$ cat config.mk
export PLATFORM = sky130hd
export DESIGN_NAME = apb_completer_regs
export DESIGN_NICKNAME = d
export VERILOG_FILES = /design/src/rtl/apb_pkg.sv /design/src/rtl/apb_addr_decode.sv /design/src/rtl/apb_completer_regs.sv
export SDC_FILE = /design/constraint.sdc
export NUM_CORES = 1
export LEC_CHECK = 0
export BUFFER_PORTS_ARGS = -buffer_cell sky130_fd_sc_hd__buf_2
export CAP_MARGIN = 20
export CORE_MARGIN = 2
export CORE_UTILIZATION = 53
export CTS_CLUSTER_DIAMETER = 50
export DETAILED_ROUTE_END_ITERATION = 10
export PLACE_DENSITY = 0.8
export SKIP_CTS_REPAIR_TIMING = 1
export SLEW_MARGIN = 20
export SYNTH_ARGS = -nofsm -noshare
export SYNTH_HDL_FRONTEND = slang
export SYNTH_SLANG_ARGS = --single-unit
$ cat constraint.sdc
create_clock -name pclk -period 3.3 [get_ports pclk]
set_input_delay 0.66 -clock pclk [delete_from_list [all_inputs] [get_ports pclk]]
set_output_delay 0.66 -clock pclk [all_outputs]
set_load 0.02 [all_outputs]
$ cat src/rtl/apb_pkg.sv
// Shared APB definitions: bus widths, the default register window base and the
// completer FSM state encoding.
package apb_pkg;

  localparam int unsigned APB_AW = 32;
  localparam int unsigned APB_DW = 32;

  // Default window base, shared with the requester side of the design.
  localparam logic [APB_AW-1:0] APB_BASE_ADDR = 32'hA000;

  typedef enum logic {
    ST_IDLE   = 1'b0,
    ST_ACCESS = 1'b1
  } apb_state_e;

endpackage

$ cat src/rtl/apb_addr_decode.sv
// Combinational decode of a latched byte address into a register index,
// a validity flag and a read-only (ID register) flag.
module apb_addr_decode
  import apb_pkg::*;
#(
  parameter int unsigned       NUM_REGS  = 8,
  parameter logic [APB_AW-1:0] BASE_ADDR = APB_BASE_ADDR
) (
  input  logic [APB_AW-1:0] addr,
  output logic              valid,
  output logic [3:0]        idx,
  output logic              read_only
);

  // One bit wider than the bus so a window near the top of memory cannot wrap.
  localparam logic [APB_AW:0] LIMIT = {1'b0, BASE_ADDR} + (APB_AW+1)'(4 * NUM_REGS);

  always_comb begin
    idx       = 4'((addr - BASE_ADDR) >> 2);
    valid     = (addr[1:0] == 2'b00) &&
                (addr >= BASE_ADDR) &&
                ({1'b0, addr} < LIMIT);
    read_only = valid && (idx == 4'(NUM_REGS - 1));
  end

endmodule

$ cat src/rtl/apb_completer_regs.sv
// APB completer serving a bank of 32-bit registers with programmable wait
// states; the top register is a read-only ID, the rest are exported on regs_o.
module apb_completer_regs
  import apb_pkg::*;
#(
  parameter int unsigned       NUM_REGS    = 8,
  parameter logic [APB_AW-1:0] BASE_ADDR   = APB_BASE_ADDR,
  parameter int unsigned       WAIT_CYCLES = 1,
  parameter logic [APB_DW-1:0] ID_VALUE    = 32'hA9B0_0001
) (
  input  logic                     pclk,
  input  logic                     preset,
  input  logic                     psel,
  input  logic                     penable,
  input  logic [APB_AW-1:0]        paddr,
  input  logic                     pwrite,
  input  logic [APB_DW-1:0]        pwdata,
  output logic [APB_DW-1:0]        prdata,
  output logic                     pready,
  output logic                     pslverr,
  output logic [NUM_REGS*32-1:0]   regs_o,
  output logic [NUM_REGS-1:0]      wr_stb
);

  localparam int unsigned NW = NUM_REGS - 1;

  // Handshake: a transfer starts with a setup cycle (psel=1, penable=0) that
  // latches address/direction/data; it completes in the access cycle where
  // pready=1, and that same clock edge commits the write. pslverr and prdata
  // are meaningful only while pready=1. Dropping psel mid-access abandons it.

  apb_state_e          state_q, state_d;
  logic [3:0]          cnt_q, cnt_d;
  logic [APB_AW-1:0]   addr_q, addr_d;
  logic                write_q, write_d;
  logic [APB_DW-1:0]   wdata_q, wdata_d;
  logic [APB_DW-1:0]   regs_q [NW];
  logic [APB_DW-1:0]   regs_d [NW];
  logic [NUM_REGS-1:0] wr_stb_q, wr_stb_d;

  logic                dec_valid;
  logic [3:0]          dec_idx;
  logic                dec_ro;
  logic                err;
  logic                commit_wr;
  logic [APB_DW-1:0]   rd_data;

  apb_addr_decode #(
    .NUM_REGS  (NUM_REGS),
    .BASE_ADDR (BASE_ADDR)
  ) u_decode (
    .addr      (addr_q),
    .valid     (dec_valid),
    .idx       (dec_idx),
    .read_only (dec_ro)
  );

  always_ff @(posedge pclk or negedge preset) begin
    if (!preset) begin
      state_q  <= ST_IDLE;
      cnt_q    <= 4'd0;
      addr_q   <= '0;
      write_q  <= 1'b0;
      wdata_q  <= '0;
      wr_stb_q <= '0;
      for (int i = 0; i < NW; i++) regs_q[i] <= '0;
    end else begin
      state_q  <= state_d;
      cnt_q    <= cnt_d;
      addr_q   <= addr_d;
      write_q  <= write_d;
      wdata_q  <= wdata_d;
      wr_stb_q <= wr_stb_d;
      for (int i = 0; i < NW; i++) regs_q[i] <= regs_d[i];
    end
  end

  always_comb begin
    state_d = state_q;
    cnt_d   = cnt_q;
    addr_d  = addr_q;
    write_d = write_q;
    wdata_d = wdata_q;
    case (state_q)
      ST_IDLE: begin
        if (psel && !penable) begin
          state_d = ST_ACCESS;
          addr_d  = paddr;
          write_d = pwrite;
          wdata_d = pwdata;
          cnt_d   = 4'(WAIT_CYCLES);
        end
      end
      ST_ACCESS: begin
        if (!psel) begin
          state_d = ST_IDLE;
          cnt_d   = 4'd0;
        end else if (cnt_q == 4'd0) begin
          state_d = ST_IDLE;
        end else if (penable) begin
          cnt_d = cnt_q - 4'd1;
        end
      end
      default: state_d = ST_IDLE;
    endcase
  end

  always_comb begin
    pready    = (state_q == ST_ACCESS) && psel && (cnt_q == 4'd0);
    err       = !dec_valid || (write_q && dec_ro);
    pslverr   = pready && err;
    commit_wr = pready && write_q && !err;

    rd_data = '0;
    if (dec_ro) begin
      rd_data = ID_VALUE;
    end else begin
      for (int i = 0; i < NW; i++) begin
        if (dec_idx == 4'(i)) rd_data = regs_q[i];
      end
    end
    prdata = (pready && !write_q && !err) ? rd_data : '0;
  end

  always_comb begin
    wr_stb_d = '0;
    for (int i = 0; i < NW; i++) begin
      regs_d[i] = regs_q[i];
      if (commit_wr && (dec_idx == 4'(i))) begin
        regs_d[i]   = wdata_q;
        wr_stb_d[i] = 1'b1;
      end
    end
  end

  for (genvar g = 0; g < NW; g++) begin : g_regs_o
    assign regs_o[32*g +: 32] = regs_q[g];
  end
  assign regs_o[32*NW +: 32] = ID_VALUE;
  assign wr_stb              = wr_stb_q;

endmodule
==> summary.md, run 1 <==
| Metric | Value |
|---|---|
| Sort of element at the end of the critical path | output port |
| Sinks on the clock net | roughly 300 |
| Transition time of the tightest slew-check pin | 822 ps |
| Crit-path leading delay family | simple AND/OR/NAND/NOR gates |
| Area of the mapped netlist | between 10,000 and 15,000 µm² |
| First-pass GRT wire length | 61,500 µm |
| Hold Crit Class | in2async |
| Maximum clock insertion buffer count | 3 |
| Origin of the critical flop-to-flop path | cnt_q[0]$_DFFE_PN0P_ |
| Type of the setup path with the least slack | reg2out |
| Synth cell types | between 40 and 50 |
| Worst reg-to-reg path cell count | 7 |
| Weighted congestion at the end of routability-driven global placement | 0.849 |
| Number of pins with negative max-slew slack in the final report | 0 |
| Detailed-router iteration count before antenna repair | 5 |
| Number of vias in the routed layout | between 9,000 and 10,000 |
| Synth top area share | 54.4% |
| Final critical delay including setup and external delays | about 3500 ps |
| List of cells traversed by the critical path | inv_2, ha_4, or3b_4, or2_4, inv_4, nand4_1, buf_6, clkbuf_16, a2111oi_4, buf_4 |
| Outcome | finished with violations |
| Layout cells sized above 1 | between 50% and 60% |
| Detailed Place HPWL | 26,900 µm |
| Area of the die | ~27,000 µm² |
| Post-route ant nets | 0 |
| First-iteration detailed-routing DRC count | ~760 |
| Finished layout cell area | between 15,000 and 20,000 µm² |
| Fraction of the cycle the final worst path needs | 105% |
| Critical path startpoint category | register |
| Area delta synth->final | 28.5% |
| Synthesized netlist cell count | between 900 and 1,000 |
| Worst-case setup margin in the final layout | -156 ps |
| Slowest library cell on the worst path | sky130_fd_sc_hd__or3b_4 |
| Largest net degree at the start of global routing | 87 |
| Root cell of the clock tree | sky130_fd_sc_hd__clkbuf_16 |
| Worst R2R Setup Slack | about 310 ps |
| Clk Latency, worst-skew pair | 510 ps |
| RSZ-0062 raised after global routing | true |
| Largest area contributor in the synthesized netlist | sky130_fd_sc_hd__dfrtp_1 |
| Number of buffers added on ports | around 330 |
| Leakage | around 9.2 nW |
| Combined buffer and inverter count along the critical path | 5 |
| Seq/Total Area, Yosys | roughly 54% |
| Number of rows created at floorplan | 59 |
| Number of synthesized register bits | 301 |
| Clock Pin Slew Worst Setup and Hold Paths | around 60 ps |
| CTS Buf Count | 35 |
| Final hold violation count | 0 |
| Die Wd | around 170 µm |
| Flip-flop cell with the highest count after synthesis | sky130_fd_sc_hd__dfrtp_1 |
| Maximum fanout count along the critical path | 5 |
| Total cell area at the placement stage | around 16,000 µm² |
| Worst hold-check slack | around 180 ps |
| Via count of the first global-routing pass | 10,200 |
| Failing checks | negative setup slack |
| Final worst clock skew | 20.2 ps |
| Number of antenna violations at the first check in global routing | 4 |
| Via count normalized by instance count | ~5.9 |
| Maximum achievable frequency | 0.289 GHz |
| Net count reported at finish | roughly 1,400 |
| Overall overflow remaining after global route | 0 |
| Drt wl/cell | around 25 µm |
| Worst path max stage delay | between 400 and 500 ps |
| Filler Cell Count | 1,783 |
| Most common library cell in the layout ignoring fill and taps | sky130_fd_sc_hd__buf_2 |
| Power density over the cells | between 500 and 600 nW/µm² |
| EDFF count, synth | 0 |
| Synthesized area per cell | 14.2 µm² |
| Endpoint arrival time on the critical path | approximately 2800 ps |
| Reg2reg end | regs_o[6]$_DFFE_PN0P_ |
| Die Y | between 150 and 200 µm |
| Max-capacitance violation count | 0 |
| Slew HR | approximately 45% |
| Starting density of the core | between 50% and 60% |
| Clock tree from TritonCTS | yes |
| Top-level port count | between 300 and 400 |
| WP data required | approximately 2600 ps |
| DRC violations left | 0 |
| Post-synth ARST share | 100% |
| Core Area | around 26,000 µm² |
| Synthesis Warnings | 0 |
| Top area cells in the synthesized netlist | sky130_fd_sc_hd__dfrtp_1 (54%), sky130_fd_sc_hd__mux2_2 (21%), sky130_fd_sc_hd__mux2i_1 (3.3%), sky130_fd_sc_hd__mux2_4 (3.1%), sky130_fd_sc_hd__buf_4 (1.8%) |
| All-layer global routing usage | 28.8% |
| Level count of the clock H-tree | 2 |
| Commonest cells after routing, fill and taps aside | sky130_fd_sc_hd__buf_2 (301), sky130_fd_sc_hd__dfrtp_1 (299), sky130_fd_sc_hd__mux2_2 (259), sky130_fd_sc_hd__buf_4 (56), sky130_fd_sc_hd__mux2i_1 (46) |
| Number of setup violations in the final report | 28 |
| Aggregate routed wire length | slightly above 40,000 µm |
| Maximum vdd drop | about 0.00045 V |
| Power, Total | approximately 9.3 mW |
-- state kept, by name, indices dropped and copies added (netlist names) --
register,cells
addr_q,32
cnt_q,4
regs_o,224
state_q,1
wdata_q,32
wr_stb,7
write_q,1
-- how the worst max path moves through the flow --
stage,startpoint,end,slack (ps),cells past startpoint
finish,cnt_q[0]$_DFFE_PN0P_,prdata[18],-160,10
global route,cnt_q[0]$_DFFE_PN0P_,prdata[13],-250,10
CTS,cnt_q[0]$_DFFE_PN0P_,prdata[13],-580,9
detailed placement,cnt_q[0]$_DFFE_PN0P_,prdata[1],-20,9
global placement,cnt_q[0]$_DFFE_PN0P_,prdata[2],200,9
floorplan,cnt_q[0]$_DFFE_PN0P_,prdata[15],-250,8
-- Yosys cell counts, types with 4 or more instances --
cell / count
sky130_fd_sc_hd__dfrtp_1: 301
sky130_fd_sc_hd__mux2_2: 259
sky130_fd_sc_hd__mux2i_1: 46
sky130_fd_sc_hd__nor2_1: 41
sky130_fd_sc_hd__clkbuf_1: 34
sky130_fd_sc_hd__buf_4: 33
sky130_fd_sc_hd__o22ai_1: 32
sky130_fd_sc_hd__mux2_4: 29
sky130_fd_sc_hd__nor2b_1: 26
sky130_fd_sc_hd__a2111oi_0: 23
sky130_fd_sc_hd__o22a_1: 23
sky130_fd_sc_hd__buf_6: 16
sky130_fd_sc_hd__nor3_1: 11
sky130_fd_sc_hd__mux2_1: 10
sky130_fd_sc_hd__buf_2: 9
sky130_fd_sc_hd__mux4_2: 9
sky130_fd_sc_hd__nand2_1: 9
sky130_fd_sc_hd__nor4_4: 7
sky130_fd_sc_hd__a21oi_1: 5
sky130_fd_sc_hd__o21ai_0: 4
-- per-stage QoR --
| stage | setup WS (ps) | utilization, % | instances | TNS, ps |
|---|---|---|---|---|
| after floorplan | -246 | - | 1005 | -4810 |
| after global placement | 200 | 61.5 | 1615 | 0 |
| after detailed placement | -19.3 | 61.5 | 1615 | -50.2 |
| after CTS | -582 | 66.0 | 1674 | -14230 |
| after global routing | -246 | 68.9 | 1686 | -5490 |
| final | -156 | 68.9 | 1686 | -2660 |
-- worst reg2reg max path: cells and delay by family (launching register included) --
kind | cells | cell delay (ps)
AND/OR/NAND/NOR | 3 | 1430
buffers and inverters | 2 | 490
flip-flops | 1 | 400
multiplexers | 1 | 390
adder cells (fa/ha/maj) | 1 | 160
-- area by class of cell --
cell class / count / area [µm²] / area share (%)
Clock inverter: 12 / 136 / 0.766
Timing Repair Buffer: 381 / 2350 / 13.2
Sequential cell: 301 / 7540 / 42.4
Clock buffer: 47 / 1010 / 5.69
Tap cell: 335 / 419 / 2.36
Multi-Input combinational cell: 603 / 6320 / 35.5
Antenna cell: 4 / 10.0 / 0.0562
Inverter: 3 / 13.8 / 0.0773
-- logic make-up (layout without fill, tap and decap cells) --
logic type      Yosys count  in the layout  share of synthesized area, %
simple gates            125            125                          5.93
fa+ha+maj                 1              1                        0.0903
mux                     353            353                          29.8
flops                   301            301                          54.4
buf+inv                 101            443                          4.82
compound gates           91             91                          4.91
other cells               2             37                        0.0542
-- report_power, final --
part / total [mW] / internal [mW] / switching (mW)
clock: 3.83 / 2.32 / 1.51
combinational: 1.33 / 0.520 / 0.814
sequential: 4.12 / 3.87 / 0.252
-- layer usage --
layer  part of all wire, %  GRT usage [%]
met5                     0              0
met4                   4.4           13.3
met3                   7.5           7.34
met2                    49           46.9
met1                    40           36.5
No activity file was read; power rests on OpenSTA's default activity.
==> run 2: changes to the inputs <==
==> constraint.sdc (replaced) <==
create_clock -name pclk -period 3.3 [get_ports pclk]
set_input_delay 0 -clock pclk [delete_from_list [all_inputs] [get_ports pclk]]
set_output_delay 0 -clock pclk [all_outputs]
set_load 0.02 [all_outputs]
==> summary.md, run 2 (synthesized netlist as in run 1, its figures left out) <==
| Metric | Value |
|---|---|
| Layout cells sized above 1 | around 53% |
| All-layer global routing usage | 28.8% |
| Total cell area at the placement stage | around 16,000 µm² |
| Area delta synth->final | 27.4% |
| GR Util met1 | ~38% |
| Weighted congestion at the end of routability-driven global placement | roughly 0.84 |
| Detailed-router iteration count before antenna repair | 6 |
| Level count of the clock H-tree | 2 |
| Maximum fanout count along the critical path | 10 |
| Worst hold-check slack | about 160 ps |
| Finished layout cell area | ~18,000 µm² |
| Number of rows created at floorplan | 59 |
| Aggregate routed wire length | 41,300 µm |
| CTS Buf Count | 35 |
| Maximum achievable frequency | roughly 0.31 GHz |
| Die Y | about 170 µm |
| Core Area | roughly 26,000 µm² |
| Fraction of the cycle the final worst path needs | between 90% and 100% |
| Sort of element at the end of the critical path | output port |
| Largest net degree at the start of global routing | between 100 and 150 |
| Power density over the cells | just over 500 nW/µm² |
| Outcome | complete, no violations |
| Detailed Place HPWL | 27,200 µm |
| Number of inserted diodes | 0 |
| Final critical delay including setup and external delays | 3190 ps |
| Number of pins with negative max-slew slack in the final report | 0 |
| GR met2 Demand/Resource | 47.5% |
| Number of setup violations in the final report | 0 |
| Drt wl/cell | ~24 µm |
| WP data required | around 3300 ps |
| Starting density of the core | approximately 54% |
| Transition time of the tightest slew-check pin | about 1100 ps |
| Via count normalized by instance count | 5.81 |
| Overall overflow remaining after global route | 0 |
| Slew HR | around a quarter |
| Leakage | roughly 9.3 nW |
| Clock tree from TritonCTS | yes |
| Sinks on the clock net | between 300 and 400 |
| Most common library cell in the layout ignoring fill and taps | sky130_fd_sc_hd__buf_2 |
| First-iteration detailed-routing DRC count | 743 |
| Routing layer with the top usage in global route | met2 |
| Final worst clock skew | between 15 and 20 ps |
| Net count reported at finish | 1,457 |
| Number of antenna violations at the first check in global routing | 0 |
| Die Wd | roughly 170 µm |
| Commonest cells after routing, fill and taps aside | sky130_fd_sc_hd__buf_2 (332), sky130_fd_sc_hd__dfrtp_1 (299), sky130_fd_sc_hd__mux2_2 (259), sky130_fd_sc_hd__dlygate4sd3_1 (69), sky130_fd_sc_hd__mux2i_1 (46) |
| Top-level port count | 367 |
| GRT met3 Usage | under 10% |
| Endpoint arrival time on the critical path | around 3200 ps |
| Hold Crit Class | in2async |
| Type of the setup path with the least slack | reg2out |
| Area of the die | about 27,000 µm² |
| DRC violations left | 0 |
| Post-route ant nets | 0 |
| Worst R2R Setup Slack | between 200 and 300 ps |
| Max-capacitance violation count | 0 |
| Post-Layout Cell Count | roughly 1,700 |
| First-pass GRT wire length | 61,800 µm |
| Number of buffers added on ports | ~330 |
| Placed insts | about 1,600 |
| Clk Latency, worst-skew pair | 510 ps |
| Maximum clock insertion buffer count | 3 |
| RSZ-0062 raised after global routing | true |
| Maximum vdd drop | slightly above 0.0004 V |
| Number of vias in the routed layout | slightly above 10,000 |
| Final hold violation count | 0 |
| Clock Pin Slew Worst Setup and Hold Paths | 60 ps |
| Critical path startpoint category | register |
| Via count of the first global-routing pass | 10,200 |
| Max FFs per register | approximately 220 |
| Final core occ | between 60% and 70% |
| Root cell of the clock tree | sky130_fd_sc_hd__clkbuf_16 |
## run 2: cell types whose count changed in the layout (fill, tap and decap cells not counted), sizes merged
cell and change:
buf -5, clkinv -3, clkinvlp +2, clkbuf -3, dlygate4sd3 +69, diode -4
## run 2: area by class of cell
class                      instances  area [µm²]
fill                            1821        8190
sequential                       301        7540
multi-input combinational        603        5810
tap                              335         419
timing repair buffer             443        2790
inverter                           3        11.3
clock inverter                    11         121
clock buffer                      46         957
## run 2: critical path: stages (launching register included)
cell and delay, ps:
sky130_fd_sc_hd__dfrtp_1 390, sky130_fd_sc_hd__inv_1 100, sky130_fd_sc_hd__ha_1 210, sky130_fd_sc_hd__or3b_4 430, sky130_fd_sc_hd__or2_2 360, sky130_fd_sc_hd__inv_1 110, sky130_fd_sc_hd__nand4_1 120, sky130_fd_sc_hd__buf_4 230
sky130_fd_sc_hd__a2111oi_1 380, sky130_fd_sc_hd__buf_4 190, sky130_fd_sc_hd__buf_2 150
## run 2: metal layers
| metal | up-vias | wire [µm] | part of all wire (%) |
|---|---|---|---|
| met1 | 5158 | 16700 | 41 |
| met2 | 483 | 20200 | 49 |
| met4 | 0 | 1640 | 4.0 |
| met5 | - | 0 | 0 |
| li1 | 4361 | - | - |
| met3 | 116 | 2710 | 6.5 |
## run 2: per-stage QoR
| stage | worst slack [ps] | total power [mW] | setup TNS [ps] |
|---|---|---|---|
| 5_1_grt | -37.4 | 9.34 | -79.9 |
| 2_1_floorplan | 203 | 4.85 | 0 |
| 6_report | 109 | 9.04 | 0 |
| 3_3_place_gp | 440 | 5.26 | 0 |
| 4_1_cts | -39.6 | 8.98 | -39.6 |
| 3_5_place_dp | 315 | 5.31 | 0 |
## run 2: power breakdown
group / internal, mW / switching [mW] / total, mW
registers: 3.87 / 0.301 / 4.17
clock network: 2.19 / 1.50 / 3.69
logic: 0.517 / 0.658 / 1.18
total: 6.58 / 2.46 / 9.04
## run 2: final timing paths
check,from,to,cells past startpoint
min in group pclk,paddr[12],addr_q[12]$_DFFE_PN0P_,3
worst min register to register,addr_q[15]$_DFFE_PN0P_,addr_q[15]$_DFFE_PN0P_,1
max in group asynchronous,preset,regs_o[79]$_DFFE_PN0P_,3
worst min-delay path,preset,addr_q[19]$_DFFE_PN0P_,2
worst max register to register,cnt_q[0]$_DFFE_PN0P_,regs_o[42]$_DFFE_PN0P_,7
worst max-delay path,cnt_q[0]$_DFFE_PN0P_,prdata[2],10
